File: src/rtl/seg_pkg.sv
// Shared definitions for the multiplexed seven-segment display block.
// Contents: digit geometry, scan FSM state encoding, write requester IDs and
// a helper producing the active-low anode pattern for a digit index.
package seg_pkg;

  localparam int unsigned NUM_DIGITS = 4;
  localparam int unsigned DIGIT_W    = 4;

  typedef enum logic {
    ST_BLANK = 1'b0,
    ST_ON    = 1'b1
  } scan_state_e;

  typedef enum logic {
    REQ_CPU = 1'b0,
    REQ_SW  = 1'b1
  } req_id_e;

  // Active-low anode enables with only the selected digit driven low.
  function automatic logic [NUM_DIGITS-1:0] an_for_digit(input logic [1:0] idx);
    an_for_digit = ~(NUM_DIGITS'(1) << idx);
  endfunction

endpackage

File: src/rtl/seg_wr_arb.sv
// Two-way round-robin arbiter for the digit buffer write port.
// Ports:
//   clk_i, rst_i          clock, asynchronous active-high reset
//   cpu_req_i, sw_req_i   requests, held by the requester until its grant
//   cpu_win_o, sw_win_o   combinational: this requester commits at the coming edge
//   cpu_gnt_o, sw_gnt_o   registered one-cycle grant pulses following the commit
module seg_wr_arb
  import seg_pkg::*;
(
  input  logic clk_i,
  input  logic rst_i,
  input  logic cpu_req_i,
  input  logic sw_req_i,
  output logic cpu_win_o,
  output logic sw_win_o,
  output logic cpu_gnt_o,
  output logic sw_gnt_o
);

  logic    cpu_gnt_q, sw_gnt_q;
  req_id_e rr_last_q;
  logic    cpu_elig, sw_elig, contend;

  // A request seen while its own grant is high is the tail of the committed
  // one, so it is not eligible again until the grant drops.
  assign cpu_elig  = cpu_req_i & ~cpu_gnt_q;
  assign sw_elig   = sw_req_i & ~sw_gnt_q;
  assign contend   = cpu_elig & sw_elig;
  assign cpu_win_o = cpu_elig & (~sw_elig | (rr_last_q == REQ_SW));
  assign sw_win_o  = sw_elig & ~cpu_win_o;

  always_ff @(posedge clk_i or posedge rst_i) begin
    if (rst_i) begin
      cpu_gnt_q <= 1'b0;
      sw_gnt_q  <= 1'b0;
      rr_last_q <= REQ_SW;
    end else begin
      cpu_gnt_q <= cpu_win_o;
      sw_gnt_q  <= sw_win_o;
      // Priority only rotates when both sides actually contended.
      if (contend) begin
        rr_last_q <= cpu_win_o ? REQ_CPU : REQ_SW;
      end
    end
  end

  assign cpu_gnt_o = cpu_gnt_q;
  assign sw_gnt_o  = sw_gnt_q;

endmodule

File: src/rtl/seg_scan_ctrl.sv
// Scan controller and write arbiter for a 4-digit multiplexed seven-segment display.
// Holds a 4x4-bit digit buffer written by the CPU (one digit) or the switches (all
// digits), and time-multiplexes it onto one hex decoder with blanking between digits.
// Ports:
//   CLK, RST                  clock, asynchronous active-high reset
//   cpu_req/digit/data, gnt   single-digit write, gnt pulses once when committed
//   sw_req/data, sw_gnt       bulk 16-bit load, digit3..0 = sw_data[15:12]..[3:0]
//   digit_val                 nibble of the digit currently lit
//   AN                        active-low anode enables, at most one low
//   scan_idx                  index of the digit currently scanned
module seg_scan_ctrl
  import seg_pkg::*;
#(
  parameter int unsigned DIV       = 50_000,
  parameter int unsigned BLANK_CYC = 500
) (
  input  logic        CLK,
  input  logic        RST,
  input  logic        cpu_req,
  input  logic [1:0]  cpu_digit,
  input  logic [3:0]  cpu_data,
  output logic        cpu_gnt,
  input  logic        sw_req,
  input  logic [15:0] sw_data,
  output logic        sw_gnt,
  output logic [3:0]  digit_val,
  output logic [3:0]  AN,
  output logic [1:0]  scan_idx
);

  localparam int unsigned CntW = (DIV > 1) ? $clog2(DIV) : 1;
  localparam logic [CntW-1:0] OnLast    = CntW'(DIV - 1);
  localparam logic [CntW-1:0] BlankLast = CntW'(BLANK_CYC - 1);

  logic [NUM_DIGITS-1:0][DIGIT_W-1:0] digits_q;
  scan_state_e                        state_q;
  logic [CntW-1:0]                    cnt_q;
  logic [1:0]                         scan_idx_q;
  logic [DIGIT_W-1:0]                 digit_val_q;
  logic [NUM_DIGITS-1:0]              an_q;
  logic                               cpu_win, sw_win;

  seg_wr_arb u_wr_arb (
    .clk_i     (CLK),
    .rst_i     (RST),
    .cpu_req_i (cpu_req),
    .sw_req_i  (sw_req),
    .cpu_win_o (cpu_win),
    .sw_win_o  (sw_win),
    .cpu_gnt_o (cpu_gnt),
    .sw_gnt_o  (sw_gnt)
  );

  // The arbiter guarantees at most one winner per edge.
  always_ff @(posedge CLK or posedge RST) begin
    if (RST) begin
      digits_q <= '0;
    end else if (cpu_win) begin
      digits_q[cpu_digit] <= cpu_data;
    end else if (sw_win) begin
      digits_q <= sw_data;
    end
  end

  // Scan FSM. digit_val is captured only at BLANK->ON so a digit never changes
  // while lit; a write landing on that same edge is seen on the next frame.
  always_ff @(posedge CLK or posedge RST) begin
    if (RST) begin
      state_q     <= ST_BLANK;
      cnt_q       <= '0;
      scan_idx_q  <= '0;
      digit_val_q <= '0;
      an_q        <= '1;
    end else begin
      case (state_q)
        ST_BLANK: begin
          if (cnt_q == BlankLast) begin
            state_q     <= ST_ON;
            cnt_q       <= '0;
            digit_val_q <= digits_q[scan_idx_q];
            an_q        <= an_for_digit(scan_idx_q);
          end else begin
            cnt_q <= cnt_q + CntW'(1);
          end
        end
        ST_ON: begin
          if (cnt_q == OnLast) begin
            state_q    <= ST_BLANK;
            cnt_q      <= '0;
            scan_idx_q <= scan_idx_q + 2'd1;
            an_q       <= '1;
          end else begin
            cnt_q <= cnt_q + CntW'(1);
          end
        end
        default: begin
          state_q <= ST_BLANK;
          cnt_q   <= '0;
          an_q    <= '1;
        end
      endcase
    end
  end

  assign digit_val = digit_val_q;
  assign AN        = an_q;
  assign scan_idx  = scan_idx_q;

endmodule

File: config.mk
export PLATFORM = sky130hd
export DESIGN_NAME = seg_scan_ctrl
export DESIGN_NICKNAME = d
export VERILOG_FILES = /design/src/rtl/seg_pkg.sv /design/src/rtl/seg_wr_arb.sv /design/src/rtl/seg_scan_ctrl.sv
export SDC_FILE = /design/constraint.sdc
export NUM_CORES = 1
export LEC_CHECK = 0
export ABC_AREA = 1
export CAP_MARGIN = 20
export CORE_ASPECT_RATIO = 1.4
export CORE_UTILIZATION = 50
export CTS_CLUSTER_DIAMETER = 80
export DETAILED_ROUTE_END_ITERATION = 8
export PLACE_DENSITY = 0.73
export SYNTH_ARGS = -nofsm -noshare
export SYNTH_HDL_FRONTEND = slang
export SYNTH_SLANG_ARGS = --single-unit
File: constraint.sdc
create_clock -name CLK -period 2.5 [get_ports CLK]
set_input_delay 0.5 -clock CLK [delete_from_list [all_inputs] [get_ports CLK]]
set_output_delay 0.5 -clock CLK [all_outputs]
set_load 0.1 [all_outputs]
==> impl_results.md <==
- Status: complete, no violations
- Syn Std Cell Area: between 2000 and 3000 sq um
- Maximum root-to-sink buffer count: 2
- # DRC: 0
- Endpoints failing hold: 0
- Synth warn: 0
- FFs w/ async S/R, synth: 100.0%
- Critical path capture point type: flip-flop
- Actual slew at the worst max-slew pin: roughly 610 ps
- Clock Latency Late Sink: around 300 ps
- Initial Util: between 50% and 60%
- CP dominant cell by count: nand2_1
- Number of synthesized flops with an enable pin: 0
- Wire per inst: between 10 and 15 um
- Dpl cell area: between 3000 and 4000 sq um
- Gr usage total: a little over a fifth
- RSZ-0062 raised after global routing: no
- Fin. max-slew vios: 0
- Leading post-synthesis cells by cell area: dfrtp_1 39%, nor2_1 14%, nand2_1 11%
- Resized Gates After CTS: 0
- Die H: roughly 90 um
- P&R area growth vs syn: 19.81%
- Share of the synthesized area in the top cell type: roughly two fifths
- Die Area: around 5600 sq um
- VDD IR-drop max: about 0.27 mV
- CTS Sinks: 46
- Max cap viols: 0
- Endpoints failing setup: 0
- Routed Wire Length: 5464 um
- Cell Chain, Critical Path: clkdlybuf4s50_1 -> inv_1 -> nor2_2 -> nand2_1 -> nand2_1 -> nand2_1 -> nand2_1 -> inv_1 -> nand2_1 -> nand2_1
- Top cell type by total area after synthesis: dfrtp_1
- Worst min path class: reg -> reg
- Num CTS Buffers: 5
- Ant diodes: 0
- Fmax: 0.5419 GHz
- Syn Area/Cell: around 7.3 sq um
- Yosys cell types: 24
- Crit path largest cell delay: around 450 ps
- Req. time, crit path: 2690 ps
- Core region area: approximately 5200 sq um
- Grt ovf: 0
- Mapped Nets: approximately 390
- Slowest CP cell: clkdlybuf4s50_1
- CP max FO: 21
- DR vias: between 2000 and 2500
- Starting DRT DRC Count: approximately 160
- Count leader, synth: nor2_1
- Routed Antenna Nets: 0
- PortBufs: 37
- Share of layout cells above drive strength 1: about an eighth
- Synth Instances: 363
- Hold_ws: 460.3 ps
- Layout Nets: around 440
- Row count: 31
- Sum Neg Setup Slack: 0 ps
- Setup CP Type: in -> reg
- Top FF cell, synth: dfrtp_1
- Core Util, Final: slightly above 60%
- H-tree levels: 2
- Chip width: between 60 and 70 um
- Routability cong.: 0.7712
- PD cells: between 500 and 600 nW/um^2
- Startpoint Class: input pin
- Routed vias/inst: between 4 and 5
- Synth top cells by count: 98 x nor2_1, 79 x nand2_1, 47 x inv_1, 41 x dfrtp_1, 21 x nand3_1
- LEAKAGE: ~1.7 nW
- Design area: between 3000 and 4000 sq um
- Max_slew headroom: approximately three fifths
- Worst EP arrival: slightly above 2000 ps
- Initial antenna violation count: 0
- Max Clock Skew: about 8 ps
- Sequential-to-total area share from yosys stat: between 40 and 50%
- Largest net degree at the start of global routing: 47
- Clock-pin slew on the worst setup and hold paths: about 80 ps
- Root Driver: clkbuf_8
- I/O Pins: 38
- Postcts setup bufs: 0
- Global-route wire length before repair: ~9500 um
- Pre-antenna DRT Iters: 4
- Post-cts hold buffer count: 0
- Final Critical Period: 1845 ps
- Tcrit/Tclk final: about three quarters
- Vias in the first global route: ~2200
- TritonCTS clock tree: yes
- Flop and latch count out of synthesis: between 40 and 50
- Total Power: approximately 1.7 mW
- Hpwl dp: 4328 um
[worst paths after layout]
check | startpoint | end | slack [ps] | depth (start not counted)
max in group asynchronous | RST | AN[2] | 1480 | 3
min reg2reg | cnt_q[0] | cnt_q[0] | 460 | 1
min in group asynchronous | RST | u_wr_arb.sw_gnt_o | 630 | 3
max reg2reg | scan_idx[0] | digit_val[2] | 880 | 5
max | sw_req | digits_q[1] | 650 | 10
min | cnt_q[0] | cnt_q[0] | 460 | 1
[cells by family (layout without fill, tap and decap cells)]
family / after synthesis / after routing / synth area share (%)
AND/OR/NAND/NOR: 225 / 225 / 38.49
buffers and inverters: 57 / 99 / 8.330
flip-flops: 46 / 46 / 43.53
AO/OA/AOI/OAI: 20 / 20 / 4.000
XOR/XNOR: 10 / 10 / 3.294
adder cells (fa/ha/maj): 5 / 5 / 2.353
[layout make-up]
type	instances	area (sq um)
fillers	484	1973
multi-input cells	260	1280
clock buffers	5	68.82
clock inverters	3	47.55
well taps	66	82.58
repair buffers	38	347.8
inverters	53	201.4
flip-flops and latches	46	1157
[placed cells by master (no fill, tap or decap), types with 2 or more instances in the layout]
cell / synthesis / routed
clkinv_1: 2 / 3
nand3_4: 2 / 2
inv_2: 3 / 3
nor2_4: 6 / 6
clkbuf_8: 0 / 5
inv_1: 47 / 46
nand4_1: 7 / 7
nand3_1: 21 / 21
buf_4: 0 / 13
a21oi_1: 6 / 6
nand2_2: 3 / 3
nand2_4: 3 / 3
inv_6: 0 / 2
clkdlybuf4s50_1: 0 / 25
nand2_1: 79 / 79
dfstp_2: 5 / 5
dfrtp_1: 41 / 41
ha_1: 5 / 5
o22ai_1: 5 / 5
xor2_1: 9 / 9
nor2_1: 98 / 98
o21ai_0: 9 / 9
nor2_2: 4 / 4
[per-layer routing]
metal  GRT usage, %  up-vias  part of all wire [%]
met5              0        -                     0
met4          7.851        0                   1.2
met3          3.737        8                   2.7
met2          43.04       49                    56
met1          22.77     1066                    40
li1               -     1193                     -
[per-stage QoR]
stage / setup slack, ps / cells
5_1_grt: 465.8 / 471
4_1_cts: 650.6 / 471
6_report: 654.8 / 471
2_1_floorplan: 448.2 / 363
3_3_place_gp: 354.5 / 463
3_5_place_dp: 327.6 / 463
[flip-flops by register name (all words and copies together) (netlist names)]
signal,count
u_wr_arb.cpu_gnt_o,1
cnt_q,16
AN,4
digits_q,16
u_wr_arb.sw_gnt_o,1
scan_idx,2
u_wr_arb.rr_last_q,1
digit_val,4
state_q,1
[worst max-delay path: cells and delay by family]
family / cells / cell delay [ps]
and+or+nand+nor: 7 / 930
buffers and inverters: 3 / 600
[power breakdown]
part,switching (mW),internal [mW]
Sequential,0.0541,0.830
Clock,0.262,0.305
Combinational,0.164,0.103
Total,0.481,1.24
Power figures use the tool's default switching activity.
